$ cat src/rtl/fifo_mem_multich.sv
// Multi-channel FIFO: one shared dual-port array carved into NUM_CH circular queues,
// one push and one pop per cycle. Define FIFO_MEM_CLR_ON_RESET_EN to clear storage on reset.
module fifo_mem_multich #(
  parameter int DATA_WIDTH = 8,
  parameter int CH_DEPTH   = 16,
  parameter int NUM_CH     = 4,
  parameter int AF_THRESH  = 12,
  parameter int AE_THRESH  = 2,
  localparam int PTR_W     = $clog2(CH_DEPTH),
  localparam int CH_W      = (NUM_CH > 1) ? $clog2(NUM_CH) : 1
) (
  input  logic                  clk,
  input  logic                  reset,
  input  logic                  push,
  input  logic [CH_W-1:0]       push_ch,
  input  logic [DATA_WIDTH-1:0] data_in,
  input  logic                  pop,
  input  logic [CH_W-1:0]       pop_ch,
  output logic [DATA_WIDTH-1:0] data_out,
  output logic                  data_valid,
  output logic [NUM_CH-1:0]     full,
  output logic [NUM_CH-1:0]     empty,
  output logic [NUM_CH-1:0]     almost_full,
  output logic [NUM_CH-1:0]     almost_empty,
  output logic                  overflow_err,
  output logic                  underflow_err
);

  localparam int ADDR_W = CH_W + PTR_W;
  localparam int WORDS  = NUM_CH * CH_DEPTH;

  typedef logic [PTR_W:0] ptr_t;

  localparam ptr_t DEPTH_C = ptr_t'(CH_DEPTH);
  localparam ptr_t AF_C    = ptr_t'(AF_THRESH);
  localparam ptr_t AE_C    = ptr_t'(AE_THRESH);
  localparam ptr_t ONE_C   = ptr_t'(1);

  logic [DATA_WIDTH-1:0] mem [WORDS];

  ptr_t wr_ptr    [NUM_CH];
  ptr_t rd_ptr    [NUM_CH];
  ptr_t count     [NUM_CH];
  ptr_t count_nxt [NUM_CH];

  logic              push_ch_ok, pop_ch_ok;
  logic              push_ok, pop_ok;
  logic [NUM_CH-1:0] push_hit, pop_hit;
  logic [ADDR_W-1:0] push_addr, pop_addr;

  // Acceptance uses the registered flags, so a pop never makes room for a
  // same-cycle push and a push never feeds a same-cycle pop.
  assign push_ch_ok = int'(push_ch) < NUM_CH;
  assign pop_ch_ok  = int'(pop_ch) < NUM_CH;
  assign push_ok    = push && push_ch_ok && !full[push_ch];
  assign pop_ok     = pop && pop_ch_ok && !empty[pop_ch];

  assign push_addr  = {push_ch, wr_ptr[push_ch][PTR_W-1:0]};
  assign pop_addr   = {pop_ch, rd_ptr[pop_ch][PTR_W-1:0]};

  // NOTE: every variable driven from always_comb gets a default first, otherwise
  // an unassigned path infers a latch.
  always_comb begin
    for (int c = 0; c < NUM_CH; c++) begin
      push_hit[c]  = push_ok && (push_ch == CH_W'(c));
      pop_hit[c]   = pop_ok && (pop_ch == CH_W'(c));
      count_nxt[c] = count[c];
      case ({push_hit[c], pop_hit[c]})
        2'b10:   count_nxt[c] = count[c] + ONE_C;
        2'b01:   count_nxt[c] = count[c] - ONE_C;
        default: count_nxt[c] = count[c];
      endcase
    end
  end

`ifdef FIFO_MEM_CLR_ON_RESET_EN
  always_ff @(posedge clk) begin
    if (!reset) begin
      for (int i = 0; i < WORDS; i++) mem[i] <= '0;
    end else if (push_ok) begin
      mem[push_addr] <= data_in;
    end
  end
`else
  // NOTE: storage deliberately has no reset term so it maps onto a RAM macro;
  // contents are undefined until written, and the pointers guarantee no stale reads.
  always_ff @(posedge clk) begin
    if (reset && push_ok) mem[push_addr] <= data_in;
  end
`endif

  // NOTE: sequential state uses non-blocking assignments only, so every register
  // samples the pre-edge values regardless of statement order.
  always_ff @(posedge clk) begin
    if (!reset) begin
      for (int c = 0; c < NUM_CH; c++) begin
        wr_ptr[c] <= '0;
        rd_ptr[c] <= '0;
        count[c]  <= '0;
      end
      data_out      <= '0;
      data_valid    <= 1'b0;
      full          <= '0;
      empty         <= '1;
      almost_full   <= '0;
      almost_empty  <= '1;
      overflow_err  <= 1'b0;
      underflow_err <= 1'b0;
    end else begin
      for (int c = 0; c < NUM_CH; c++) begin
        if (push_hit[c]) wr_ptr[c] <= wr_ptr[c] + ONE_C;
        if (pop_hit[c])  rd_ptr[c] <= rd_ptr[c] + ONE_C;
        count[c]        <= count_nxt[c];
        full[c]         <= (count_nxt[c] == DEPTH_C);
        empty[c]        <= (count_nxt[c] == '0);
        almost_full[c]  <= (count_nxt[c] >= AF_C);
        almost_empty[c] <= (count_nxt[c] <= AE_C);
      end
      if (pop_ok) data_out <= mem[pop_addr];
      data_valid    <= pop_ok;
      overflow_err  <= push && !push_ok;
      underflow_err <= pop && !pop_ok;
    end
  end

endmodule
$ cat config.mk
export PLATFORM = sky130hd
export DESIGN_NAME = fifo_mem_multich
export DESIGN_NICKNAME = d
export VERILOG_FILES = /design/src/rtl/fifo_mem_multich.sv
export SDC_FILE = /design/constraint.sdc
export NUM_CORES = 1
export LEC_CHECK = 0
export CORE_MARGIN = 4
export CORE_UTILIZATION = 45
export CTS_CLUSTER_DIAMETER = 120
export DETAILED_ROUTE_END_ITERATION = 10
export HOLD_SLACK_MARGIN = 0.1
export PLACE_DENSITY_LB_ADDON = 0.12
export SLEW_MARGIN = 20
export SYNTH_ARGS = -nofsm -noshare
export SYNTH_HDL_FRONTEND = slang
export SYNTH_SLANG_ARGS = --single-unit
$ cat constraint.sdc
create_clock -name clk -period 4.05 [get_ports clk]
set_input_delay 0.6075 -clock clk [delete_from_list [all_inputs] [get_ports clk]]
set_output_delay 0.6075 -clock clk [all_outputs]
set_load 0.05 [all_outputs]
* Word level (Yosys, flattened, before mapping)
Memories as Yosys holds them, arrays and structs flattened. A register that Yosys moved wholly into a read port is not among the register bits.
Index checks and enable logic that the tools add are counted.
** Storage, ports and cells
- Output and inout bits :: 27
- Bits in registers :: 19
- Memories kept :: 4
- Memory bits (writable) :: 572
- Word-level logic and storage cells :: 139
** Memory list
- mem :: words 64, width 8, rd ports 1, clocked after Yosys merged registers in 1, write ports 1, line 39 : logic [DATA_WIDTH-1:0] mem [WORDS];
- count :: words 4, width 5, rd ports 4, clocked after Yosys merged registers in 0, write ports 4, line 43 : ptr_t count [NUM_CH];
- rd_ptr :: words 4, width 5, rd ports 5, clocked after Yosys merged registers in 0, write ports 4, line 42 : ptr_t rd_ptr [NUM_CH];
- wr_ptr :: words 4, width 5, rd ports 5, clocked after Yosys merged registers in 0, write ports 4, line 41 : ptr_t wr_ptr [NUM_CH];
** Operators by class
- Bitwise operators :: 12
- Reductions and logical operators :: 24
- Muxes and demuxes :: 48
- $lt $le $gt $ge :: 10
- Equal/unequal tests :: 18
- Add/sub/neg operators :: 16
** Operator list (number)
- adder 5 x 1 -> 5 bit, second input constant :: 12
- 2-to-1 mux 5 bit :: 12
- case mux 5 bit (2 select lines) :: 4
- 2-to-1 mux 1 bit :: 30
- == test 5 bit, second input constant :: 4
- greater-or-equal comparator 5 x 4 -> 1 bit, second input constant :: 4
- less-or-equal comparator 5 x 2 -> 1 bit, second input constant :: 4
- zero test 5 bit :: 4
- subtractor 5 x 1 -> 5 bit, second input constant :: 4
- == test 2 bit, second input constant :: 8
- logical AND 1 bit :: 13
- == test 2 x 1 -> 1 bit, second input constant :: 6
- bitwise OR 1 bit :: 12
- < comparator 2 x 3 -> 1 bit, second input constant :: 2
- zero test 1 bit :: 5
- binary-select mux 1 bit (select 2 bit) :: 2
- zero test 2 bit :: 2

* Logic depth before layout (Yosys ltp)
Gate-level depths: netlist of run 1.
- Depth after elaboration :: 9
- Depth in mapped cells :: 17
- Mapped depth without buffers :: 13

* Worst setup path before layout of run 1
Ideal clock, no wire load.
- Path kind :: input to register
- Start :: in pop_ch[1]
- End :: reg almost_full[0]
- Buffers on the path :: 4
- Cell stages on the path :: 17
- Data arrival time :: 3677 ps
- Required time :: 3936 ps
- Setup time :: 114 ps
- Slack :: 259 ps
- Cells stage by stage :: buf_6 -> buf_2 -> mux4_2 -> nand2b_1 -> clkbuf_1 -> nor2_1 -> ha_1 -> clkbuf_1 -> xor2_1 -> ha_1 -> o21a_1 -> o221a_2 -> o21ai_0 -> nor3b_1 -> xnor2_1 -> nor2_1 -> a21o_1
** Between the ends
- Word-level cells in the longest chain between the ends :: 8
- Elaborated cells between the ends (all ways) :: 10
- Classes of those cells :: order compare: 1; eq/ne: 2; mux: 3; reduce/logical: 4
** Ends and longest elaborated chain
- from (decl) :: line 18 : input logic [CH_W-1:0] pop_ch,
- binary-select mux 1 bit (select 2 bit) :: line 56 : assign pop_ok = pop && pop_ch_ok && !empty[pop_ch];
- 2-to-1 mux 1 bit (implied by the code) :: line 56
- zero test 1 bit :: line 56
- logical AND 1 bit :: line 56
- logical AND 1 bit * :: line 66 : pop_hit[c] = pop_ok && (pop_ch == CH_W'(c));
- == test 2 x 1 -> 1 bit or == test 2 bit (tied branches) :: line 68 : case ({push_hit[c], pop_hit[c]})
- case mux 5 bit (2 select lines) * :: line 68
- greater-or-equal comparator 5 x 4 -> 1 bit * :: line 116 : almost_full[c] <= (count_nxt[c] >= AF_C);
- to (signal, indexed assignment) :: line 116
- to (decl) :: line 23 : output logic [NUM_CH-1:0] almost_full,
Mark *: on every way between the ends. The rest lies on a longest branch, timed or not. The select of a mux whose other input is x is not followed.
A chain may end at the register's enable or synchronous reset.

* Final worst setup path of run 1
- Start :: in pop_ch[0]
- End :: reg almost_full[0]
The elaborated chain is that of the path after synthesis.

==> results of run 1 <==
[worst min-delay path by stage]
stage / cells after the start / end / start / slack (ps)
6_report: 2 / empty[3] / reset / 390
5_1_grt: 2 / almost_empty[2] / reset / 400
4_1_cts: 2 / empty[3] / reset / 350
3_5_place_dp: 2 / full[0] / count[0][4] / 560
3_3_place_gp: 2 / full[0] / count[0][4] / 560
2_1_floorplan: 2 / full[0] / count[0][4] / 520
[logic make-up after synthesis]
family          share of synthesized area
compound gates                     0.0532
xor+xnor                           0.0136
fa+ha+maj                          0.0107
buf+inv                            0.0228
flops                               0.705
mux                                 0.112
simple gates                       0.0828
[metal layers]
layer,vias up,wire [um],global-route usage
li1,6408,-,-
met1,7333,28700,0.332
met2,490,30700,0.360
met3,86,4050,0.0296
met4,0,1360,0.0563
met5,-,0,0
[worst max-delay path, stage by stage]
cell,delay [ps]
clkdlybuf4s50_1,520
mux4_2,540
nand2b_1,190
nor2_1,320
ha_1,250
xor2_1,70
ha_1,220
o21a_1,180
o221a_2,270
o21ai_0,120
nor3b_1,240
xnor2_1,180
nor2_1,110
a21o_1,170
[registers in the layout, indices dropped and copies added (netlist names)]
register	cells
almost_empty	4
data_valid	1
mem	512
full	4
data_out	8
rd_ptr	16
almost_full	4
empty	4
count	20
wr_ptr	16
overflow_err	1
underflow_err	1
[layout make-up]
cell class | count | area share
multi-input combinational | 874 | 0.235
clock inverter | 33 | 0.00970
tap | 696 | 0.0305
timing repair buffer | 201 | 0.0576
clock buffer | 78 | 0.0599
inverter | 10 | 0.00132
sequential | 591 | 0.606
[power by group]
part	total [uW]	internal (uW)	switching (uW)
logic	1080	394	685
registers	6760	6710	51.2
clock network	5550	3260	2280
[cell usage in the layout (no fill, tap or decap), types with 9 or more instances in the layout]
cell / n
nand2b_1: 10
edfxtp_1: 544
a311oi_1: 9
a21oi_1: 32
and3_1: 13
a22oi_1: 12
buf_2: 9
mux2_2: 17
ha_1: 21
clkinv_2: 11
mux4_2: 61
clkbuf_16: 65
clkdlybuf4s50_1: 32
nor2_1: 144
mux2i_1: 105
and2_0: 9
o21ai_0: 30
dfxtp_1: 47
clkbuf_1: 9
nor3_1: 18
o22ai_1: 21
a31oi_1: 11
xor2_1: 23
xnor2_1: 15
nor2b_1: 26
o31ai_1: 9
a211oi_1: 19
clkinv_1: 15
nand3_1: 45
nand2_1: 125
buf_4: 154
inv_1: 10
[stage by stage]
stage / setup TNS [ps] / total power, uW / setup WS, ps / instance area [um2] / hold WS [ps]
floorplan: 0 / 7500 / 259 / 24500 / 525
global placement: -17.4 / 7960 / -17.4 / 26500 / 559
detailed placement: -80.2 / 7970 / -57.3 / 26500 / 562
CTS: 0 / 13500 / 581 / 28500 / 355
global route: 0 / 13800 / 318 / 28500 / 400
finish: 0 / 13400 / 560 / 28500 / 387
==> impl_metrics.csv, run 1 <==
group,metric,value,unit
sta,max_freq,0.287,GHz
global_routing,grt_max_degree,50,
cts,clockBufferDepth,3,
hold_path,hold_path_class,"in2reg",
sta,drv_slew,0,
cts,htree_levels,2,
global_routing,grt_pass1_wl,96.0,mm
drt,dr.pass1.iters,5,
finish,area_growth,16.3,%
placement,portBuffers,42,
cts,post-cts-setup-buffers,0,
finish,multi_input_area,6700,um2
synthesis,synth_common_cells,"edfxtp_1, nor2_1, nand2_1, mux2i_1, mux4_2",
critical_path,path_max_fanout,4,
power_and_ir_drop,p_leak,0.00972,uW
finish,drive_gt1_frac,0.193,
cts,cts_root_buffer,"clkbuf_16",
synthesis,yosysMostFrequentCell,"edfxtp_1",
synthesis,synth_edf_count,544,
synthesis,yosys.area.top_type_share,0.666,
synthesis,yosysTopAreaCell,"edfxtp_1",
status,outcome,"finished, final reports clean",
cts,cts_buffers,61,
floorplanning,die_w,241,um
critical_path,endpoint_kind,"flip-flop",
floorplanning,die_h,241,um
sta,finalSetupViolCount,0,
finish,n_antenna_cell,0,
cts,postCtsResizedCells,0,
floorplanning,rows,85,
synthesis,synthTopCellsByArea,"edfxtp_1, mux4_2, mux2i_1, dfxtp_1, nor2_1",
critical_path,worst_ep_arrival_time,3990,ps
global_routing,grtUsageTotal,0.225,
drt,first_iter_violations,1427,
critical_path,required,4550,ps
sta,worst_pin_slew,863,ps
sta,relSlewSlack,0.423,
critical_path,path_class,"in2reg",
synthesis,synth_nets,1603,
critical_path,worst_setup_path_start_kind,"input port",
floorplanning,ioPinCount,43,
finish,final-seq-area,17300,um2
sta,rsz0062_at_grt,"false",
cts,cts_tree,"done",
synthesis,synth-main-ff-cell,"edfxtp_1",
synthesis,ys_seq_area_frac,0.705,
sta,fin_crit_sh,0.862,
finish,fin_cells,2483,
sta,finClkSkew,18.0,ps
drt,antenna_left,0,
synthesis,synth-seq-cells,591,
synthesis,post_synth_num_cell_types,64,
global_routing,grt_pass1_vias,14300,
synthesis,ys_warn_count,0,
drt,post_drt_wl_per_cell,26.1,um
finish,nets,1776,
floorplanning,start_util,0.455,
floorplanning,design.core.area,53900,um2
sta,final.min_clock_period,3490,ps
critical_path,reg2reg_setup_slack,760,ps
job,cap_violations,0,
drt,routed_via_density,5.77,
synthesis,synth_cells,1566,
floorplanning,die_area,58300,um2
placement,dp_cells,2372,
synthesis,async_flop_share,0,
synthesis,avgSynthCellArea,15.7,um2
critical_path,reg2reg_to,"almost_full[0]",
synthesis,netlist_area,24500,um2
critical_path,r2r_cells,13,
cts,cts_hold_buffers,0,
finish,fill_cells,4408,
cts,cts.sinks,591,
finish,final_util,0.529,
cts,cts.clk_slew.worst_paths,60,ps
drt,drc,0,
power_and_ir_drop,power_density,470,nW/um2
cts,clk_latency,620,ps
global_routing,antenna_found_initial,0,
placement,globalplace.congestion,0.924,
power_and_ir_drop,vdd_drop_max,0.000327,V
sta,final-hold-violation-count,0,
critical_path,crit_end,"almost_full[0]",
global_routing,grt_overflow,0,
placement,dp_hpwl,44.8,mm
critical_path,critPathLaunch,"pop_ch[0]",
drt,vias,14300,
critical_path,r2r_start,"empty[2]",
drt,wirelength,64.8,mm
Note: power is estimated with default switching activity, not from simulation.
==> inputs of run 2 (changes only) <==
- ABC_AREA: default -> 1
- PLACE_DENSITY_LB_ADDON: 0.12 -> default
==> run 2 against run 1 <==
Final cell count increased by 40%. Register-to-register slack improved by 140 ps. Sequential power barely moved. Largest cell class unchanged. Largest power group unchanged. Highest routed layer unchanged.
==> impl_metrics.csv, run 2 <==
group,metric,value,unit
status,outcome,"finished, final reports clean",
finish,largest_reg_flops,512,
global_routing,grtUsageTotal,0.215,
finish,final-seq-area,17300,um2
sta,worst_pin_slew,1100,ps
finish,multi_input_area,7420,um2
synthesis,synth_cells,2551,
cts,post-cts-setup-buffers,0,
synthesis,synthTopCellsByArea,"edfxtp_1, nand3_1, nand2_1, inv_1, nand3b_1",
finish,layout_commonest_cell,"edfxtp_1",
drt,first_iter_violations,1614,
synthesis,yosysMostFrequentCell,"edfxtp_1",
sta,rsz0062_at_grt,"false",
global_routing,grt_overflow,0,
sta,holdWs,581,ps
synthesis,yosys.area.top_type_share,0.613,
floorplanning,design.core.area,58100,um2
synthesis,async_flop_share,0,
synthesis,ys_warn_count,0,
sta,final-hold-violation-count,0,
synthesis,avgSynthCellArea,10.4,um2
critical_path,crit_end,"full[0]",
cts,cts.clk_slew.worst_paths,50,ps
critical_path,worst_ep_arrival_time,4120,ps
synthesis,synth-seq-cells,591,
critical_path,worst_setup_path_start_kind,"input port",
critical_path,path_class,"in2reg",
critical_path,critPathLaunch,"pop_ch[1]",
finish,drive_gt1_frac,0.0906,
drt,wirelength,68.1,mm
sta,finalSetupViolCount,0,
drt,routed_via_density,5.32,
cts,cts_hold_buffers,0,
synthesis,synth-main-ff-cell,"edfxtp_1",
drt,dr.pass1.iters,8,
cts,cts_buffers,66,
sta,tns,0,ps
synthesis,post_synth_num_cell_types,38,
placement,portBuffers,42,
finish,n_antenna_cell,0,
sta,max_freq,0.277,GHz
cts,cts_root_buffer,"clkbuf_16",
power_and_ir_drop,p_leak,0.0122,uW
drt,dr_wl_met2,32.1,mm
sta,final.min_clock_period,3610,ps
drt,top_layer,"met4",
cts,cts.sinks,591,
global_routing,grt_pass1_wl,105,mm
critical_path,reg2reg_to,"full[0]",
drt,dr_wl_met3,4.61,mm
finish,most-common-layout-cells,"edfxtp_1, nand2_1, nand3_1",
global_routing,grt_pass1_vias,17900,
cts,postCtsResizedCells,0,
sta,finClkSkew,18.3,ps
floorplanning,die_h,251,um
job,cap_violations,0,
cts,htree_levels,3,
critical_path,required,4570,ps
critical_path,reg2reg_setup_slack,900,ps
finish,reg_top3,"mem (512), count (20)",
floorplanning,die_area,63200,um2
power_and_ir_drop,power_density,459,nW/um2
finish,regMostFlops,"mem",
synthesis,synth_common_cells,"edfxtp_1, nand2_1, nand3_1, inv_1, nor2_1",
finish,area_growth,14.7,%
cts,clockBufferDepth,3,
sta,relSlewSlack,0.266,
placement,dp_hpwl,43.1,mm
cts,clk_latency,590,ps
synthesis,synth_nets,2588,
global_routing,antenna_found_initial,0,
hold_path,hold_path_class,"reg2reg",
floorplanning,ioPinCount,43,
power_and_ir_drop,vdd_drop_max,0.000328,V
sta,fin_crit_sh,0.890,
critical_path,endpoint_kind,"flip-flop",
placement,globalplace.congestion,0.839,
synthesis,netlist_area,26600,um2
critical_path,r2r_cells,16,
finish,nets,2692,
synthesis,ys_seq_area_frac,0.649,
drt,wl_met1,29.4,mm
global_routing,grt_max_degree,96,
critical_path,path_max_fanout,6,
critical_path,r2r_start,"empty[0]",
synthesis,synth_edf_count,544,
floorplanning,die_w,251,um
sta,drv_slew,0,
finish,fill_cells,5077,
drt,drc,0,
synthesis,yosysTopAreaCell,"edfxtp_1",
drt,post_drt_wl_per_cell,19.6,um
drt,vias,18500,
floorplanning,start_util,0.458,
floorplanning,rows,88,
cts,cts_tree,"done",
drt,antenna_left,0,
[run 2: power breakdown]
group          internal, uW  switching, uW  leakage [uW]  total [uW]
Clock                  3370           2330       0.00101        5700
Sequential             6730           48.3       0.00532        6780
Combinational           444           1100       0.00590        1550
[run 2: per-layer routing]
layer | up-vias | track usage
li1 | 8796 | -
met1 | 8918 | 0.295
met2 | 632 | 0.352
met3 | 123 | 0.0380
met4 | 0 | 0.0653
met5 | - | 0
[run 2: cell families after synthesis]
family                     after synthesis  synth area share
buffers and inverters                  499            0.0753
AOI/OAI and AO/OA                       84            0.0195
and+or+nand+nor                       1317             0.234
adders and majority gates               21           0.00986
DFF                                    591             0.649
muxes                                    3           0.00113
xor gates and xnor gates                36            0.0118
[run 2: stage by stage]
step	std cells	utilization	power, uW	instance area, um2	setup WS (ps)
global placement	3352	0.490	8420	28500	75.3
CTS	3470	0.526	14100	30600	522
floorplan	2551	-	7810	26600	640
global route	3470	0.526	14500	30600	145
finish	3470	0.526	14000	30600	444
detailed placement	3352	0.490	8440	28500	-83.8
[run 2: how the worst min path moves through the flow]
| stage | startpoint | to | slack (ps) | cells past startpoint |
|---|---|---|---|---|
| after floorplan | count[2][2] | count[2][2] | 510 | 2 |
| after global placement | count[2][2] | count[2][2] | 540 | 2 |
| after detailed placement | count[2][2] | count[2][2] | 560 | 2 |
| after CTS | pop | underflow_err | 560 | 3 |
| after global routing | pop | underflow_err | 570 | 3 |
| final | count[2][2] | count[2][2] | 580 | 2 |
[run 2: critical path, cell delays in order]
cell and delay [ps]:
clkdlybuf4s50_1 660, nor2_1 110, a22o_1 230, a221oi_2 200
nand2_1 250, inv_2 130, nand2_1 70, inv_1 90
ha_1 230, xor2_1 120, ha_1 190, or2_2 320
a31oi_1 190, nor2_1 70, nor2_1 140, xor2_1 250
nand2_1 140, nor2_1 130
[run 2: final cells by class]
class	instances	area share
Clock inverter	27	0.00598
Multi-Input combinational cell	1461	0.243
Sequential cell	591	0.565
Timing Repair Buffer	167	0.0481
Tap cell	765	0.0313
Inverter	368	0.0452
Clock buffer	91	0.0616
==> RTL edit 1: new RTL, flow settings as in run 1 <==
Change the parameter `NUM_CH` from 4 to 8.
--- a/src/rtl/fifo_mem_multich.sv
+++ b/src/rtl/fifo_mem_multich.sv
@@ -5,3 +5,3 @@
   parameter int CH_DEPTH   = 16,
-  parameter int NUM_CH     = 4,
+  parameter int NUM_CH     = 8,
   parameter int AF_THRESH  = 12,
Ports: changed (6 resized); port bits go from 43 to 61. The function was not compared with the original's and may differ.
==> RTL edit 1 against run 1 <==
Non-clock buffer count grew 419; via count grew 130%; core utilization grew 2.0 points; routed wire length grew 130%; sequential cell count grew 580; worst setup slack lost 360 ps; design area grew 110%; synthesized cell count grew 140%; final cell count grew 130%; count of clock-buffer cells in the layout grew 61; total power grew 110%; combinational power grew to 3.0 times the old value; synthesized area grew 99%; largest cell class unchanged.
==> RTL edit 1: results (changes against run 1) <==
status=completed; initial DRC count=3309 (+130%); multi-input combinational area share=0.225 (-0.0103); M1 GR Usage=0.379 (+0.0476); M1 WL=63.8 mm (+120%); Int Pwr=20.8 mW (+100%); Compound-Gate Fraction of Synth Area=0.0585 (+0.00529); Hold Path Depth=3 (+1); post-synthesis sequential area ratio=0.704 (-0.000989); met2 WL=70.0 mm (+130%); initial antenna violation count=5 (+5); bufs w/o clock=620 (+210%); clock sink total=1171 (+98%); max_slew headroom=0.340 (-0.0828); nets=4362 (+150%); met3 Usage GRT=0.0381 (+0.00846); Skew-Pair Late Insertion Delay=740 ps (+120 ps); Top Registers=mem x1024, count x40; DP Wirelength=102 mm (+130%); PortBufs=60 (+43%); layout cell share with drive strength beyond 1=0.190 (-0.00325); Antenna Diode Count=1 (+1); Synth Area in XOR/XNOR=0.0138 (+0.000247); Clock Skews=65.9 ps (+47.9 ps); reg-to-reg startpoint=rd_ptr[4][0]$_SDFFCE_PN0P_; met2 Usage GRT=0.415 (+0.0547); FF-to-FF End=data_out[6]$_SDFFE_PN0P_; Top Family by Delay on Critical Path=buffers and inverters; clock buffer count from CTS=120 (+97%); largest net degree at the start of global routing=80 (+60%); WL per Instance=25.9 µm (-0.87%); FILL cells=8953 (+100%); peak supply drop=356 µV (+8.8%); Signal inverters=47 (+37); metal3 WL=10.7 mm (+160%); Worst Hold End=empty[0]$_SDFF_PN1_; FF-to-FF path depth=11 (-2); gp weighted congestion=0.900 (-2.6%); GR Util All Layers=0.264 (+0.0391)
## RTL edit 1: cell types whose count changed in the layout (fill, tap and decap cells not counted), sizes merged, moves of 41 or more
cell,run 1,this run
a311oi,9,77
clkbuf,78,139
a31oi,11,68
buf,169,569
clkinv,26,67
edfxtp,544,1088
nor2,144,278
nand3,45,234
mux2i,106,59
and3,13,123
nand2,125,947
## RTL edit 1: per-stage QoR
stage          hold slack, ps  cell area, µm²  cells
2_1_floorplan             484           48800   3784
3_3_place_gp              509           54900   5575
3_5_place_dp              516           54900   5575
4_1_cts                   310           58900   5802
5_1_grt                   323           58900   5802
6_report                  364           58900   5803
## RTL edit 1: power by group through the flow
stage / registers, mW / logic, mW / clock network [mW]
after floorplan: 13.6 / 1.51 / 0
after global placement: 13.6 / 3.22 / 0
after detailed placement: 13.6 / 3.23 / 0
after CTS: 13.4 / 3.24 / 11.3
after global routing: 13.4 / 3.45 / 11.8
final: 13.4 / 3.25 / 11.1
==> RTL edit 2: new RTL, settings of run 1 <==
Made on the original files. Register the output `overflow_err` once more, with the module's reset; this adds one clock of latency there. The other outputs are not delayed to match.
--- a/src/rtl/fifo_mem_multich.sv
+++ b/src/rtl/fifo_mem_multich.sv
@@ -37,2 +37,4 @@
   localparam ptr_t ONE_C   = ptr_t'(1);
+
+  logic overflow_err_s0;
 
@@ -106,3 +108,3 @@
       almost_empty  <= '1;
-      overflow_err  <= 1'b0;
+      overflow_err_s0 <= 1'b0;
       underflow_err <= 1'b0;
@@ -120,3 +122,3 @@
       data_valid    <= pop_ok;
-      overflow_err  <= push && !push_ok;
+      overflow_err_s0 <= push && !push_ok;
       underflow_err <= pop && !pop_ok;
@@ -125,2 +127,10 @@
 
+  always_ff @(posedge clk) begin
+    if (!reset) begin
+      overflow_err <= '0;
+    end else begin
+      overflow_err <= overflow_err_s0;
+    end
+  end
+
 endmodule
Check against the original RTL: same outputs for any inputs over 4 cycles, from zero or initial values and one cycle with reset low; that may be too few to reach the edited logic, so the function may still have changed.
==> RTL edit 2 against run 1 <==
Core utilization rose by 0.40 points; critical path type unchanged; final cell count fell by 0.68%; sequential cell count rose by 1; synthesized area fell by 0.19%; sequential power barely moved; total power rose by 0.42%; via count fell by 1.5%; design area rose by 0.55%; global-route usage fell by 1.2 points; routed wire length fell by 5.6%; register-to-register slack got worse by 80 ps; worst setup slack got worse by 99 ps.
==> RTL edit 2: results (changes against run 1) <==
synth cell count leaders=edfxtp_1, nor2_1, mux2i_1; layout cell share with drive strength beyond 1=0.209 (+0.0161); DP Wirelength=40.1 mm (-11%); first-pass GRT wire length=91.8 mm (-4.3%); peak supply drop=362 µV (+11%); FF-to-FF End=almost_empty[0]$_SDFF_PN1_; synth top area cells=edfxtp_1, mux4_2, mux2i_1; gp weighted congestion=0.832 (-9.9%); worst min-delay path category=flip-flop to flip-flop; status=completed; reg-to-reg startpoint=empty[3]$_SDFF_PN1_; nets=1755 (-1.2%); clock buffer count from CTS=60 (-1.6%); Clock Skews=14.1 ps (-3.97 ps); Int Pwr=10.4 mW (+0.38%); final cell count without fillers=2466 (-0.68%); Worst R2R Setup Slack=680 ps (-80 ps); Detailed Route WL=61.1 mm (-5.6%); Post-Place Cells=2352 (-0.84%); Worst Hold End=overflow_err$_SDFF_PN0_; FILL cells=4376 (-0.73%); post-synthesis sequential area ratio=0.707 (+0.00219); top-count cell post-synth=edfxtp_1; vias in the first global route=14200 (-0.85%); Hold Path Depth=1 (-1); Hold WS=440 ps (+52.7 ps); post-synth cell types=57 (-11%); min-delay src=overflow_err_s0$_SDFF_PN0_; Syn Inst Count=1534 (-2.0%); Slowest cell on crit path=clkdlybuf4s50_1; initial antenna violation count=1 (+1); max_slew headroom=0.310 (-0.112); syn_nets=1571 (-2.0%); period utilization=0.886 (+0.0245); GR Util All Layers=0.213 (-0.0124); dpl cell area=26700 µm² (+0.63%); vias per cell=5.72 (-0.79%); largest net degree at the start of global routing=61 (+22%); leakage power=9.67 nW (-0.49%)
-- RTL edit 2: power groups by stage --
stage	Combinational (mW)	Clock, mW	Sequential (mW)
finish	1.13	5.53	6.78
global route	1.21	5.92	6.78
CTS	1.14	5.64	6.78
detailed placement	1.14	0	6.91
global placement	1.13	0	6.91
floorplan	0.580	0	6.94
-- RTL edit 2: through the flow --
stage | setup TNS, ps | util
2_1_floorplan | 0 | -
3_3_place_gp | -12.0 | 0.496
3_5_place_dp | -428 | 0.496
4_1_cts | 0 | 0.533
5_1_grt | 0 | 0.533
6_report | 0 | 0.533
-- RTL edit 2: area by class of cell --
type,instances,area share
well taps,696,0.0304
clock buffers,85,0.0571
diodes,1,0.0000873
multi-input cells,833,0.233
clock inverters,28,0.0116
flip-flops and latches,592,0.603
repair buffers,219,0.0631
inverters,12,0.00157
-- RTL edit 2: worst register-to-register path, stage by stage, from the launching register on --
cell	delay [ps]
dfxtp_1	350
mux4_2	500
nand2b_1	200
nor2_1	170
ha_1	210
xor2_1	180
ha_1	220
a21boi_0	200
o221ai_1	150
nor3b_1	170
or4_1	490
a21oi_1	310
a211oi_1	90
-- RTL edit 2: logic make-up after synthesis --
family          synth area share
buf+inv                   0.0207
compound gates            0.0663
fa+ha+maj                 0.0107
flops                      0.707
simple gates              0.0707
mux                        0.111
xor+xnor                  0.0132
-- RTL edit 2: per-layer routing --
metal | track usage | wire length (µm) | up-vias
li1 | - | - | 6412
met1 | 0.303 | 26800 | 7155
met2 | 0.331 | 28100 | 443
met3 | 0.0458 | 4330 | 97
met4 | 0.0696 | 1910 | 0
met5 | 0 | 0 | -
